--- config.mk ---
export PLATFORM = sky130hd
export DESIGN_NAME = mac_dot_sequencer_flat
export DESIGN_NICKNAME = d
export VERILOG_FILES = /design/src/rtl/mac_dot_sequencer_if.sv /design/src/rtl/mac_dot_sequencer.sv /design/src/flat_wrapper.sv
export SDC_FILE = /design/constraint.sdc
export NUM_CORES = 1
export LEC_CHECK = 0
export BUFFER_PORTS_ARGS = -buffer_cell sky130_fd_sc_hd__buf_2
export CAP_MARGIN = 5
export CORE_MARGIN = 2
export CORE_UTILIZATION = 45
export DETAILED_ROUTE_END_ITERATION = 12
export PLACE_DENSITY_LB_ADDON = 0.12
export SYNTH_ARGS = -nofsm -noshare
export SYNTH_HDL_FRONTEND = slang
export SYNTH_SLANG_ARGS = --single-unit
--- constraint.sdc ---
create_clock -name clk -period 5.7 [get_ports clk]
set_input_delay 0.57 -clock clk [delete_from_list [all_inputs] [get_ports clk]]
set_output_delay 0.57 -clock clk [all_outputs]
set_load 0.01 [all_outputs]
--- src/rtl/mac_dot_sequencer_if.sv ---
// rtl/mac_dot_sequencer_if.sv - job, operand, MAC-drive and result signals of the operand sequencer
`ifndef MAC_MIN_WIDTH
`define MAC_MIN_WIDTH 8
`endif
`ifndef MAC_ACC_WIDTH
`define MAC_ACC_WIDTH 32
`endif
`ifndef MAC_CONF_WIDTH
`define MAC_CONF_WIDTH 3
`endif

interface mac_dot_sequencer_if #(
  parameter int MIN_W  = `MAC_MIN_WIDTH,
  parameter int ACC_W  = `MAC_ACC_WIDTH,
  parameter int CONF_W = `MAC_CONF_WIDTH,
  parameter int LEN_W  = 9
);
  // job request
  logic                    start;
  logic [LEN_W-1:0]        len;
  logic [1:0]              mode;
  logic [ACC_W-1:0]        init_val;
  logic                    busy;
  logic                    err;
  // operand stream
  logic                    op_valid;
  logic                    op_ready;
  logic [4*MIN_W-1:0]      op_a;
  logic [MIN_W-1:0]        op_b;
  // MAC block drive
  logic                    mac_rst;
  logic                    mac_en;
  logic [MIN_W-1:0]        mac_a0;
  logic [MIN_W-1:0]        mac_a1;
  logic [MIN_W-1:0]        mac_a2;
  logic [MIN_W-1:0]        mac_a3;
  logic [MIN_W-1:0]        mac_b1;
  logic [ACC_W+CONF_W-1:0] mac_cfg;
  logic [ACC_W-1:0]        mac_c;
  // result
  logic                    res_valid;
  logic                    res_ready;
  logic [ACC_W-1:0]        res_data;

  modport master (
    output start, len, mode, init_val, op_valid, op_a, op_b, mac_c, res_ready,
    input  busy, err, op_ready, mac_rst, mac_en, mac_a0, mac_a1, mac_a2, mac_a3,
           mac_b1, mac_cfg, res_valid, res_data
  );

  modport slave (
    input  start, len, mode, init_val, op_valid, op_a, op_b, mac_c, res_ready,
    output busy, err, op_ready, mac_rst, mac_en, mac_a0, mac_a1, mac_a2, mac_a3,
           mac_b1, mac_cfg, res_valid, res_data
  );
endinterface

--- src/rtl/mac_dot_sequencer.sv ---
// rtl/mac_dot_sequencer.sv - feeds operand beats into the MAC block and returns the dot product
`ifndef MAC_MIN_WIDTH
`define MAC_MIN_WIDTH 8
`endif
`ifndef MAC_ACC_WIDTH
`define MAC_ACC_WIDTH 32
`endif
`ifndef MAC_CONF_WIDTH
`define MAC_CONF_WIDTH 3
`endif

module mac_dot_sequencer #(
  parameter int MIN_W   = `MAC_MIN_WIDTH,
  parameter int ACC_W   = `MAC_ACC_WIDTH,
  parameter int CONF_W  = `MAC_CONF_WIDTH,
  parameter int MAX_LEN = 256
) (
  input  logic clk,
  input  logic rst,
  mac_dot_sequencer_if.slave bus
);

  localparam int LEN_W = $clog2(MAX_LEN + 1);

  localparam logic [1:0] MODE_SINGLE = 2'd0;
  localparam logic [1:0] MODE_DUAL   = 2'd1;
  localparam logic [1:0] MODE_BAD    = 2'd3;

  typedef enum logic [2:0] {
    S_IDLE, S_CLEAR, S_STREAM, S_DRAIN, S_RESULT
  } state_t;

  state_t                  state;
  logic [LEN_W-1:0]        len_q;
  logic [LEN_W-1:0]        beat_cnt;
  logic                    drain_cnt;

  logic                    busy_q;
  logic                    err_q;
  logic                    op_ready_q;
  logic                    mac_rst_q;
  logic                    mac_en_q;
  logic [MIN_W-1:0]        a0_q, a1_q, a2_q, a3_q, b1_q;
  logic [ACC_W+CONF_W-1:0] cfg_q;
  logic                    res_valid_q;
  logic [ACC_W-1:0]        res_data_q;

  logic                    job_ok;
  logic                    accept;
  logic                    last_beat;
  logic [MIN_W-1:0]        lane0, lane1, lane2, lane3;

  // job admission, beat handshake and lane slicing
  always_comb begin
    job_ok    = (bus.len != '0) && (bus.len <= LEN_W'(MAX_LEN)) && (bus.mode != MODE_BAD);
    accept    = op_ready_q && bus.op_valid;
    last_beat = (beat_cnt + LEN_W'(1)) == len_q;
    lane0     = bus.op_a[0*MIN_W +: MIN_W];
    lane1     = bus.op_a[1*MIN_W +: MIN_W];
    lane2     = bus.op_a[2*MIN_W +: MIN_W];
    lane3     = bus.op_a[3*MIN_W +: MIN_W];
  end

  // job FSM; every output is registered so the MAC sees clean, glitch-free drives
  always_ff @(posedge clk or posedge rst) begin
    if (rst) begin
      state       <= S_IDLE;
      len_q       <= '0;
      beat_cnt    <= '0;
      drain_cnt   <= 1'b0;
      busy_q      <= 1'b0;
      err_q       <= 1'b0;
      op_ready_q  <= 1'b0;
      mac_rst_q   <= 1'b0;
      mac_en_q    <= 1'b0;
      a0_q        <= '0;
      a1_q        <= '0;
      a2_q        <= '0;
      a3_q        <= '0;
      b1_q        <= '0;
      cfg_q       <= '0;
      res_valid_q <= 1'b0;
      res_data_q  <= '0;
    end else begin
      err_q     <= 1'b0;
      mac_rst_q <= 1'b0;
      mac_en_q  <= 1'b0;
      case (state)
        S_IDLE: begin
          if (bus.start) begin
            if (job_ok) begin
              len_q     <= bus.len;
              beat_cnt  <= '0;
              cfg_q     <= {bus.init_val, 1'b1, bus.mode};
              busy_q    <= 1'b1;
              mac_rst_q <= 1'b1;
              state     <= S_CLEAR;
            end else begin
              err_q <= 1'b1;
            end
          end
        end
        S_CLEAR: begin
          op_ready_q <= 1'b1;
          state      <= S_STREAM;
        end
        S_STREAM: begin
          if (accept) begin
            mac_en_q <= 1'b1;
            b1_q     <= bus.op_b;
            a0_q     <= '0;
            a2_q     <= '0;
            a3_q     <= '0;
            case (cfg_q[1:0])
              MODE_SINGLE: a1_q <= lane0;
              MODE_DUAL: begin
                a0_q <= lane0;
                a1_q <= lane1;
              end
              default: begin
                a0_q <= lane0;
                a1_q <= lane1;
                a2_q <= lane2;
                a3_q <= lane3;
              end
            endcase
            beat_cnt <= beat_cnt + LEN_W'(1);
            if (last_beat) begin
              op_ready_q <= 1'b0;
              drain_cnt  <= 1'b0;
              state      <= S_DRAIN;
            end
          end
        end
        S_DRAIN: begin
          // first cycle carries the final mac_en, second lets the MAC output settle
          if (!drain_cnt) begin
            drain_cnt <= 1'b1;
          end else begin
            res_data_q  <= bus.mac_c;
            res_valid_q <= 1'b1;
            state       <= S_RESULT;
          end
        end
        S_RESULT: begin
          if (bus.res_ready) begin
            res_valid_q <= 1'b0;
            busy_q      <= 1'b0;
            state       <= S_IDLE;
          end
        end
        default: state <= S_IDLE;
      endcase
    end
  end

  assign bus.busy      = busy_q;
  assign bus.err       = err_q;
  assign bus.op_ready  = op_ready_q;
  assign bus.mac_rst   = mac_rst_q;
  assign bus.mac_en    = mac_en_q;
  assign bus.mac_a0    = a0_q;
  assign bus.mac_a1    = a1_q;
  assign bus.mac_a2    = a2_q;
  assign bus.mac_a3    = a3_q;
  assign bus.mac_b1    = b1_q;
  assign bus.mac_cfg   = cfg_q;
  assign bus.res_valid = res_valid_q;
  assign bus.res_data  = res_data_q;

endmodule

--- src/flat_wrapper.sv ---
// flat-port wrapper written by rule: the top's interface ports become plain ports
module mac_dot_sequencer_flat 
#(
  parameter int MIN_W   = `MAC_MIN_WIDTH,
  parameter int ACC_W   = `MAC_ACC_WIDTH,
  parameter int CONF_W  = `MAC_CONF_WIDTH,
  parameter int MAX_LEN = 256
)
  (clk, rst, bus_start, bus_len, bus_mode, bus_init_val, bus_op_valid, bus_op_a, bus_op_b, bus_mac_c, bus_res_ready, bus_busy, bus_err, bus_op_ready, bus_mac_rst, bus_mac_en, bus_mac_a0, bus_mac_a1, bus_mac_a2, bus_mac_a3, bus_mac_b1, bus_mac_cfg, bus_res_valid, bus_res_data);
  mac_dot_sequencer_if #(.MIN_W(MIN_W), .ACC_W(ACC_W), .CONF_W(CONF_W), .LEN_W((9))) bus_i ();
  input  logic clk;
  input  logic rst;
  input wire logic [$bits(bus_i.start)-1:0] bus_start;
  input wire logic [$bits(bus_i.len)-1:0] bus_len;
  input wire logic [$bits(bus_i.mode)-1:0] bus_mode;
  input wire logic [$bits(bus_i.init_val)-1:0] bus_init_val;
  input wire logic [$bits(bus_i.op_valid)-1:0] bus_op_valid;
  input wire logic [$bits(bus_i.op_a)-1:0] bus_op_a;
  input wire logic [$bits(bus_i.op_b)-1:0] bus_op_b;
  input wire logic [$bits(bus_i.mac_c)-1:0] bus_mac_c;
  input wire logic [$bits(bus_i.res_ready)-1:0] bus_res_ready;
  output wire logic [$bits(bus_i.busy)-1:0] bus_busy;
  output wire logic [$bits(bus_i.err)-1:0] bus_err;
  output wire logic [$bits(bus_i.op_ready)-1:0] bus_op_ready;
  output wire logic [$bits(bus_i.mac_rst)-1:0] bus_mac_rst;
  output wire logic [$bits(bus_i.mac_en)-1:0] bus_mac_en;
  output wire logic [$bits(bus_i.mac_a0)-1:0] bus_mac_a0;
  output wire logic [$bits(bus_i.mac_a1)-1:0] bus_mac_a1;
  output wire logic [$bits(bus_i.mac_a2)-1:0] bus_mac_a2;
  output wire logic [$bits(bus_i.mac_a3)-1:0] bus_mac_a3;
  output wire logic [$bits(bus_i.mac_b1)-1:0] bus_mac_b1;
  output wire logic [$bits(bus_i.mac_cfg)-1:0] bus_mac_cfg;
  output wire logic [$bits(bus_i.res_valid)-1:0] bus_res_valid;
  output wire logic [$bits(bus_i.res_data)-1:0] bus_res_data;
  assign bus_i.start = bus_start;
  assign bus_i.len = bus_len;
  assign bus_i.mode = bus_mode;
  assign bus_i.init_val = bus_init_val;
  assign bus_i.op_valid = bus_op_valid;
  assign bus_i.op_a = bus_op_a;
  assign bus_i.op_b = bus_op_b;
  assign bus_i.mac_c = bus_mac_c;
  assign bus_i.res_ready = bus_res_ready;
  assign bus_busy = bus_i.busy;
  assign bus_err = bus_i.err;
  assign bus_op_ready = bus_i.op_ready;
  assign bus_mac_rst = bus_i.mac_rst;
  assign bus_mac_en = bus_i.mac_en;
  assign bus_mac_a0 = bus_i.mac_a0;
  assign bus_mac_a1 = bus_i.mac_a1;
  assign bus_mac_a2 = bus_i.mac_a2;
  assign bus_mac_a3 = bus_i.mac_a3;
  assign bus_mac_b1 = bus_i.mac_b1;
  assign bus_mac_cfg = bus_i.mac_cfg;
  assign bus_res_valid = bus_i.res_valid;
  assign bus_res_data = bus_i.res_data;
  mac_dot_sequencer #(.MIN_W(MIN_W), .ACC_W(ACC_W), .CONF_W(CONF_W), .MAX_LEN(MAX_LEN)) u_core (.clk(clk), .rst(rst), .bus(bus_i));
endmodule
Word level (Yosys, flattened, before mapping)
Cells that the tools add are included.
{"block": "word_totals", "register_bits": 135, "inputBits": 120, "out_inout_bits": 113}
{"block": "classes", "add_sub_neg": 1, "magnitude_cmp": 1, "eq_ne": 13, "muxes": 33, "n_reduce_logical": 21}
{"cell": "two-way mux 8 bit", "n": 4}
{"cell": "two-way mux 9 bit", "n": 3}
{"cell": "two-way mux 3 bit", "n": 6}
{"cell": "one-hot mux 9 bit (2 select lines)", "n": 1}
{"cell": "one-hot mux 3 bit (5 select lines)", "n": 1}
{"cell": "two-way mux 1 bit", "n": 14}
{"cell": "AND reduction 3 bit", "n": 4}
{"cell": "nonzero test 2 bit", "n": 5}
{"cell": "adder 9 x 1 -> 9 bit (second input constant)", "n": 1}
{"cell": "== test 9 bit", "n": 1}
{"cell": "less-or-equal comparator 9 bit (second input constant)", "n": 1}
{"cell": "nonzero test 9 bit", "n": 1}
{"cell": "inequality test 2 x 1 -> 1 bit (second input constant)", "n": 4}
{"cell": "one-hot mux 1 bit (2 select lines)", "n": 4}
{"cell": "AND reduction 4 bit", "n": 2}
{"cell": "== test 3 x 2 -> 1 bit (second input constant)", "n": 2}
{"cell": "inequality test 2 bit (second input constant)", "n": 3}
{"cell": "AND reduction 6 bit", "n": 1}
{"cell": "AND reduction 2 bit", "n": 2}
{"cell": "== test 3 x 1 -> 1 bit (second input constant)", "n": 1}
{"cell": "== test 3 bit (second input constant)", "n": 1}
{"cell": "logical AND 1 bit", "n": 3}
{"cell": "logical NOT 3 bit", "n": 1}
{"cell": "== test 2 x 1 -> 1 bit (second input constant)", "n": 1}
{"cell": "other kinds (2)", "n": 2}

Depth between registers and ports, before layout
Gate-level depths: netlist (run 1).
{"block": "logic_depth", "word_depth": 6, "depth_mapped": 7, "depth_no_buf": 7}

Least setup slack after synthesis (run 1)
OpenSTA, ideal clock, no wires.
{"block": "synth_timing", "kind": "reg-to-reg", "startpoint": "register u_core.beat_cnt[0]", "endpoint": "register u_core.state[0]", "setup_time_ps": 78, "arrival_time_ps": 1911, "required_time_ps": 5622, "setup_slack_ps": 3711, "path_stages_with_launch": 8, "n_path_buf": 0, "period_less_slack_ps": 1989, "path_cell_list": "dfrtp_1 -> ha_1 -> and3_4 -> nand3_2 -> xnor2_1 -> o2111ai_1 -> or4_1 -> a21oi_1"}
{"block": "synth_between", "elab_chain_len": 4}
{"item": "from (decl)", "line": "mac_dot_sequencer.sv:35", "text": "logic [LEN_W-1:0] beat_cnt;"}
{"item": "from (signal assigned)", "line": "mac_dot_sequencer.sv:127", "text": "beat_cnt <= beat_cnt + LEN_W'(1);"}
{"item": "adder 9 x 1 -> 9 bit", "line": "mac_dot_sequencer.sv:57", "text": "last_beat = (beat_cnt + LEN_W'(1)) == len_q;"}
{"item": "== test 9 bit", "line": "mac_dot_sequencer.sv:57"}
{"item": "inequality test 2 x 1 -> 1 bit (no source line)"}
{"item": "AND reduction 6 bit (no source line)"}
{"item": "to (signal assigned)", "line": "mac_dot_sequencer.sv:67", "text": "state <= S_IDLE;"}
{"item": "to (signal assigned)", "line": "mac_dot_sequencer.sv:97", "text": "state <= S_CLEAR;"}
{"item": "to (signal assigned)", "line": "mac_dot_sequencer.sv:105", "text": "state <= S_STREAM;"}
{"item": "to (decl)", "line": "mac_dot_sequencer.sv:33", "text": "state_t state;"}
Every way passes these cells.
A chain may end at the register's enable or synchronous reset.

Worst setup path after layout (run 1)
{"block": "layout_timing", "startpoint": "input port bus_len[0]", "endpoint": "register u_core.beat_cnt[6]"}
{"block": "layout_between", "elab_chain_len": 5, "word_cells_on_any_way": 6, "cone_classes": "1 x order compare; 1 x eq/ne; 4 x reduce/logical"}
{"item": "from (decl)", "line": "flat_wrapper.sv:14", "text": "input wire logic [$bits(bus_i.len)-1:0] bus_len;"}
{"item": "less-or-equal comparator 9 bit or nonzero test 9 bit (tied branches)", "line": "mac_dot_sequencer.sv:55", "text": "job_ok = (bus.len != '0) && (bus.len <= LEN_W'(MAX_LEN)) && (bus.mode != MODE_BAD);"}
{"item": "logical AND 1 bit * (2 in a row)", "line": "mac_dot_sequencer.sv:55"}
{"item": "inequality test 2 x 1 -> 1 bit (no source line) *"}
{"item": "AND reduction 4 bit (no source line) *"}
Mark *: on every way between the ends. The rest lies on a longest branch, timed or not.

==> results of run 1 <==
-- kinds of logic (layout without fill, tap and decap cells) --
kind of cell | count (synthesis) | in the layout
adders and majority gates | 1 | 1
AOI/OAI and AO/OA | 44 | 44
DFF | 135 | 135
other | 0 | 1
buffers and inverters | 33 | 272
and+or+nand+nor | 174 | 174
muxes | 75 | 75
xor gates and xnor gates | 11 | 11
-- stage by stage --
step	cells	cell area, um^2	hold WS [ns]	setup slack [ns]	util, %
CTS	859	7340	0.309	2.98	61.4
detailed placement	828	6770	0.450	2.56	56.6
global route	860	7340	0.336	2.76	61.4
floorplan	473	5510	0.484	1.52	-
global placement	828	6770	0.445	2.64	56.6
finish	860	7340	0.276	3.00	61.4
-- power groups by stage --
stage,registers (mW),logic [mW],clock network (mW)
global placement,1.64,1.37,0
finish,1.65,1.39,1.07
detailed placement,1.66,1.41,0
CTS,1.65,1.41,1.08
floorplan,1.79,0.680,0
global route,1.71,1.54,1.13
-- metal layers --
layer	share of wire, %	global-route usage [%]	vias to the layer above
met4	2.2	9.19	0
met3	6.6	7.68	22
met2	52	35.9	123
li1	-	-	2069
met5	0	0	-
met1	39	24.7	2136
-- worst max-delay path, stage by stage --
cell and delay [ns]:
buf_2 0.11, nor4_1 0.35, nand2_1 0.15, xor2_1 0.18
nand3b_1 0.66, buf_4 0.52, nand2_1 0.27, a31oi_1 0.22
-- sequential cells by signal, summed over array words and instances (netlist names), 3 cells and up --
| register | cells |
|---|---|
| u_core.bus.mac_a3 | 8 |
| u_core.bus.mac_b1 | 8 |
| u_core.bus.mac_cfg | 35 |
| u_core.bus.mac_a2 | 8 |
| u_core.bus.mac_a1 | 8 |
| u_core.bus.res_data | 32 |
| u_core.len_q | 9 |
| u_core.state | 3 |
| u_core.bus.mac_a0 | 8 |
| u_core.beat_cnt | 9 |
-- path summary, 6_finish.rpt --
check,start,end,cells after the start
min,rst,u_core.bus.res_data[11],2
max in group asynchronous,rst,u_core.bus.res_valid,3
min in group clk,bus_op_b[3],u_core.bus.mac_b1[3],3
min reg2reg,u_core.bus.mac_a2[6],u_core.bus.mac_a2[6],2
max reg2reg,u_core.state[1],u_core.beat_cnt[3],6
max,bus_len[0],u_core.beat_cnt[6],8
-- placed cells by master, fill, tap and decap left out, types with 3 or more instances in the layout --
cell and count:
dfrtp_1 135, nand2_1 103, nor3_1 4, nor4_1 3, nor2_1 19, mux2_2 75, nand2b_1 3, a31oi_1 14
buf_2 232, o21a_1 4, inv_1 3, a21oi_1 11, clkbuf_8 3, buf_4 4, nand3_1 28, clkbuf_16 17
xnor2_1 7, o21ai_0 8, clkinv_2 5, xor2_1 4
-- cell type report --
type / instances / area (um^2)
clock buffer: 22 / 474
tap: 147 / 184
fill: 1028 / 4620
timing repair buffer: 236 / 1190
clock inverter: 9 / 100
inverter: 5 / 23.8
sequential: 135 / 3380
multi-input combinational: 305 / 1990
antenna: 1 / 2.50
==> impl_metrics.toml, run 1 <==
[sta]
fin_crit_ns = 2.70
slew_violations = 0
hold_violations = 0
max_freq_ghz = 0.370
setup_viol = 0
min_period_over_period_pct = 47.4
tightest_slew_ns = 0.981
slew-limit-headroom_pct = 34.6
tns_ns = 0
rsz0062_at_grt = "no"
finClkSkew_ns = 0.00727

[cts]
cts_resized = 0
root_buffer = "clkbuf_16"
postCtsHoldBufs = 0
cts.sinks = 135
cts_tree = "yes"
clk_pin_slew_worst_paths_ns = 0.05
clockBufferDepth = 2
h-tree-depth = 4
insertion_delay_ns = 0.42
cts_buffers = 17
cts_setup_buffers = 0

[logic_synthesis]
ys_seq_area_share_pct = 61.3
synthFlopType = "dfrtp_1"
synth_common_cells = "135 x dfrtp_1, 103 x nand2_1, 75 x mux2_2"
synth_top_area_cell = "dfrtp_1"
synthMuxAreaShare_pct = 15.3
synth-simple-area-share_pct = 13.8
ys_ff_latch = 135
ys_warn_count = 0
avgSynthCellArea_um2 = 11.6
syn_nets = 594
async_reset_ff_share_pct = 100
synth_edf_count = 0
synth-adder-area-share_pct = 0.227
synth_area_um2 = 5510
synth-xor-area-share_pct = 1.75
syn_inst = 473
synth_top_area_share_pct = 61.3
synth_top_family_by_area = "multiplexers"
ys_types = 36
synth.most_common_cell = "dfrtp_1"
synthTopCellsByArea = "dfrtp_1 61%, mux2_2 15%, nand2_1 7.0%, nand3_1 2.5%, a31oi_1 1.6%"
synth_compound_area_share_pct = 4.95

[die]
core_area_um2 = 12000
start_util_pct = 46.1
ioPinCount = 233
die_area_um2 = 13100
die_h_um = 115
num_rows = 40
die_w_um = 115

[hold_path]
hold_class = "in -> async"

[critical_path]
path_class = "in -> reg"
end_kind = "register"
worstPathArrival_ns = 3.04
worstPathMaxFanout = 33
cp-start-kind = "input pin"
required_ns = 6.03
r2r_slack_ns = 3.10

[placement]
io_buffer_count = 232
dp_hpwl_mm = 9.67
routabilityCongestion = 0.804

[drt]
ant_nets = 0
drc = 0
first_pass_iters = 4
vias_per_cell = 5.06
num_vias = 4350
routed_wl_mm = 13.6
first_iter_violations = 138
wl_per_cell_um = 15.8

[power]
p_leak_nw = 3.75
p_total_mw = 4.11
netSwitchingFraction_pct = 34.1
power_frac_seq_pct = 40.2
ir_worst_vdd_v = 0.000294
pwr-share-clk_pct = 25.9
combPwrFrac_pct = 33.8
p_int_mw = 2.71
power.switching_mw = 1.40
power.density_nw_per_um2 = 560

[final_layout]
drive_gt1_share_pct = 48.6
fin_nets = 821
syn_to_final_growth_pct = 33.3

[grt]
track_usage_pct = 21.4
gr-total-overflow = 0
grt_pass1_wl_mm = 21.6
grt_pass1_vias = 4388
grt_start_max_net_pins = 81
antenna_found_initial = 1

[run]
max_cap_violations = 0

[outcome]
outcome = "completed"
(Power assumes the default switching activity.)
==> run 2, diff against run 1 <==
clock period = 2.7 ns   (was 5.7 ns; I/O delays follow)
==> run 2 against run 1 <==
- sequential cell count is the same
- cell area grew 0.89%
- clock power grew 110%
- total power grew 110%
- critical path depth shrank 1
- worst hold slack lost 0.27 ns
- global-route usage shrank 0.20 points
- largest cell class unchanged
- sequential share of layout area shrank 0.40 points
- highest routed layer unchanged
- utilization grew 0.54 points
- register-to-register slack lost 2.6 ns
- largest power group unchanged
==> impl_metrics.toml, run 2 (synthesis results as in run 1) <==
[grt]
gr-total-overflow = 0
grt_start_max_net_pins = 70
antenna_found_initial = 0
grt_pass1_wl_mm = 21.5
track_usage_pct = 21.2
grt_pass1_vias = 4452

[cts]
postCtsHoldBufs = 0
clk_pin_slew_worst_paths_ns = 0.06
cts_resized = 0
insertion_delay_ns = 0.41
h-tree-depth = 4
cts.sinks = 135
clockBufferDepth = 2
cts_setup_buffers = 0
root_buffer = "clkbuf_16"
cts_tree = "yes"
cts_buffers = 17

[drt]
wl_per_cell_um = 15.6
drc = 0
first_pass_iters = 4
ant_nets = 0
vias_per_cell = 5.02
num_vias = 4328
routed_wl_mm = 13.4
first_iter_violations = 141

[sta]
slew-limit-headroom_pct = 43.9
tightest_slew_ns = 0.840
max_freq_ghz = 0.445
fin_crit_ns = 2.25
min_period_over_period_pct = 83.2
tns_ns = 0
rsz0062_at_grt = "no"
hold_violations = 0
finClkSkew_ns = 0.00548
slew_violations = 0
setup_viol = 0

[final_layout]
register_area_um2 = 3380
largest_register_ffs = 35
drive_gt1_share_pct = 49.0
antenna_cells = 0
multi_input_area_um2 = 1990
fin_util_pct = 61.9
syn_to_final_growth_pct = 34.5
final_common_cell = "buf_2"
most-common-layout-cells = "232 x buf_2, 135 x dfrtp_1, 103 x nand2_1, 75 x mux2_2, 28 x nand3_1"
fillCellCount = 1024
fin_nets = 824

[critical_path]
worstPathMaxFanout = 8
cp-start-kind = "register"
r2r_slack_ns = 0.45
r2r-start = "u_core.beat_cnt[0]"
crit_buf_inv = 0
required_ns = 3.03
worstPathArrival_ns = 2.58
r2r-end = "u_core.state[0]"
end_kind = "register"
cp_slowest_stage_delay_ns = 0.51
path_class = "reg -> reg"
crit_chain = "ha_1, and3_4, nand3_2, xnor2_1, o2111ai_1, or4_1, a21oi_1"
reg2reg_depth = 7
cp_top_family = "simple AND/OR/NAND/NOR gates"
crit_slowest_cell = "or4_1"

[power]
p_leak_nw = 3.78
ir_worst_vdd_v = 0.000553
power.density_nw_per_um2 = 1180
p_total_mw = 8.71

[placement]
routabilityCongestion = 0.816
io_buffer_count = 232
dp_hpwl_mm = 9.66

[die]
core_area_um2 = 12000
die_w_um = 115
start_util_pct = 46.1
die_h_um = 115
die_area_um2 = 13100
ioPinCount = 233
num_rows = 40

[hold_path]
hold_class = "in -> async"

[run]
max_cap_violations = 0

[outcome]
outcome = "completed"
[run 2: cell type report]
| cell class | instances | area share (%) |
|---|---|---|
| Clock inverter | 9 | 1.33 |
| Tap cell | 147 | 2.48 |
| Inverter | 5 | 0.304 |
| Clock buffer | 22 | 6.54 |
| Timing Repair Buffer | 239 | 16.9 |
| Sequential cell | 135 | 45.6 |
| Multi-Input combinational cell | 305 | 26.8 |
[run 2: through the flow]
step	hold slack, ns	std cells	instance area (um^2)	setup slack (ns)
2_1_floorplan	0.375	473	5510	0.711
3_3_place_gp	0.445	831	6820	0.582
3_5_place_dp	0.449	831	6820	0.488
4_1_cts	0.0277	862	7410	0.473
5_1_grt	0.0497	862	7410	0.299
6_report	0.0113	862	7410	0.454
[run 2: worst max-delay path by stage]
| stage | slack [ns] | cells after the start | to | start |
|---|---|---|---|---|
| 6_report | 0.45 | 7 | u_core.state[0] | u_core.beat_cnt[0] |
| 5_1_grt | 0.30 | 7 | u_core.state[0] | u_core.beat_cnt[0] |
| 4_1_cts | 0.47 | 7 | u_core.state[0] | u_core.beat_cnt[0] |
| 3_5_place_dp | 0.49 | 7 | u_core.state[0] | u_core.beat_cnt[0] |
| 3_3_place_gp | 0.58 | 7 | u_core.state[0] | u_core.beat_cnt[0] |
| 2_1_floorplan | 0.71 | 7 | u_core.state[0] | u_core.beat_cnt[0] |
[run 2: per-layer routing]
| metal | vias to the layer above | routed length, um | global-route usage, % |
|---|---|---|---|
| met4 | 0 | 378 | 10.0 |
| met3 | 32 | 1010 | 7.78 |
| met1 | 2070 | 5210 | 24.6 |
| met2 | 155 | 6820 | 35.0 |
| li1 | 2071 | - | - |
| met5 | - | 0 | 0 |
[run 2: power by group]
group / switching, mW / internal, mW
logic: 1.56 / 1.40
registers: 0.566 / 2.93
clock network: 0.812 / 1.44
total: 2.94 / 5.77
==> run 3, diff against run 2 <==
CORE_UTILIZATION = 43   (was 45)
clock period = 2 ns   (was 2.7 ns; I/O delays follow)
==> run 3 against run 2 <==
- global-route usage is 1.0 points lower
- non-clock buffer count up 28
- fmax up 15%
- sequential share of layout area down 2.5 points
- die area grew 4.5%
- count of clock-buffer cells in the layout shrank 2
- worst setup slack lost 0.41 ns
- cell area is 5.9% higher
- largest power group unchanged
==> impl_metrics.toml, run 3 (synthesis results as in run 1) <==
[cts]
clk_pin_slew_worst_paths_ns = 0.06
insertion_delay_ns = 0.41
cts_tree = "yes"
h-tree-depth = 4
cts.sinks = 135
cts_buffers = 17
clockBufferDepth = 2
root_buffer = "clkbuf_16"

[critical_path]
r2r-start = "u_core.beat_cnt[0]"
crit_start = "u_core.beat_cnt[0]"
end_kind = "register"
path_class = "reg -> reg"
reg2reg_depth = 7
crit_chain = "buf_6, and4_1, o21ai_0, o311a_1, o2111ai_2, or4_1, a21oi_2"
cp_slowest_stage_delay_ns = 0.55
worstPathArrival_ns = 2.30
cp-start-kind = "register"
worstPathMaxFanout = 7
crit_slowest_cell = "or4_1"
required_ns = 2.34

[sta]
tightest_slew_ns = 0.617
hold_violations = 0
slew-limit-headroom_pct = 58.9
timing.final.ws_setup_ns = 0.0410
slew_violations = 0
finClkSkew_ns = 0.00635
min_period_over_period_pct = 98.0
setup_viol = 0
tns_ns = 0
max_freq_ghz = 0.510
fin_crit_ns = 1.96

[hold_path]
whs_path_depth = 2
hold_class = "in -> reg"
min_from = "bus_init_val[19]"

[outcome]
outcome = "completed"

[final_layout]
drive_gt1_share_pct = 50.4
fillCellCount = 1043
final_common_cell = "buf_2"
antenna_cells = 0
largest_register_ffs = 35
stdcell_area_um2 = 7840
fin_nets = 852
syn_to_final_growth_pct = 42.4
most-common-layout-cells = "232 x buf_2, 133 x dfrtp_1, 103 x nand2_1, 75 x mux2_2, 28 x nand3_1"

[die]
ioPinCount = 233
die_h_um = 117
die_area_um2 = 13700
core_area_um2 = 12600
num_rows = 41
die_w_um = 117
start_util_pct = 43.8

[grt]
antenna_found_initial = 0
grt_start_max_net_pins = 114
gr-total-overflow = 0
track_usage_pct = 20.2
grt_pass1_vias = 4250
grt_pass1_wl_mm = 21.1

[drt]
wl_per_cell_um = 15.0
routed_wl_mm = 13.8
first_iter_violations = 232
num_vias = 4401
vias_per_cell = 4.80
drc = 0
first_pass_iters = 4
ant_nets = 0

[placement]
dpl-instance-area_um2 = 6950
dp_hpwl_mm = 9.81
routabilityCongestion = 0.897
dp_slack_ns = -0.0465
io_buffer_count = 232

[power]
ir_worst_vdd_v = 0.000918
p_leak_nw = 3.94
power.density_nw_per_um2 = 1560

[run]
max_cap_violations = 0
==> run 3: where the power goes <==
part / internal [mW] / leakage (nW) / switching [mW]
combinational: 2.06 / 2.00 / 2.26
clock: 2.15 / 0.302 / 1.14
sequential: 3.95 / 1.63 / 0.695
==> run 3: area by class of cell <==
cell class                      count  area [um^2]  area share, %
Timing Repair Buffer              267         1520           19.4
Inverter                            5         22.5          0.287
Clock inverter                     12          175           2.23
Sequential cell                   135         3380           43.1
Multi-Input combinational cell    305         2070           26.4
Clock buffer                       20          457           5.82
Tap cell                          172          215           2.74
==> run 3: critical path: cells and delay by family (launching register included) <==
| kind | cells | cell delay, ns |
|---|---|---|
| buffers and inverters | 1 | 0.16 |
| AOI/OAI and AO/OA | 4 | 0.58 |
| and+or+nand+nor | 2 | 0.74 |
| DFF | 1 | 0.41 |
==> run 3: per-layer routing <==
layer  track usage (%)  up-vias  part of all wire (%)
li1                  -     2138                     -
met1              25.1     2130                    40
met2              32.8      119                    52
met3              7.67       14                   6.5
met4              6.35        0                   1.1
met5                 0        -                     0
==> run 3: timing repair <==
item / 4_1_cts / 5_1_grt
pin swaps: 0 / 8
hold endpoints to repair: 39 / 0
buffers inserted: 0 / 1
resized for setup: 2 / 17
hold buffers: 16 / 0
cloned: 0 / 0
endpoints found under the setup margin: 1 / 3
==> run 3: worst paths after layout <==
| path | to | slack [ns] |
|---|---|---|
| worst max-delay path | u_core.state[0] | 0.04 |
| worst min-delay path | u_core.bus.mac_cfg[22] | 0.02 |
| worst max register to register | u_core.state[0] | 0.04 |
| worst min register to register | u_core.bus.mac_a3[6] | 0.46 |
| max in group asynchronous | u_core.beat_cnt[3] | 0.99 |
| min in group asynchronous | u_core.bus.mac_cfg[11] | 0.42 |
==> run 3: metrics by stage <==
step           utilization [%]  power [mW]  hold slack [ns]  std cells
2_1_floorplan                -        7.05            0.305        473
3_3_place_gp              55.3        8.79            0.311        867
3_5_place_dp              55.3        8.91            0.312        867
4_1_cts                   61.7        12.3         0.000143        915
5_1_grt                   62.4        13.1          0.00321        916
6_report                  62.4        12.3           0.0186        916
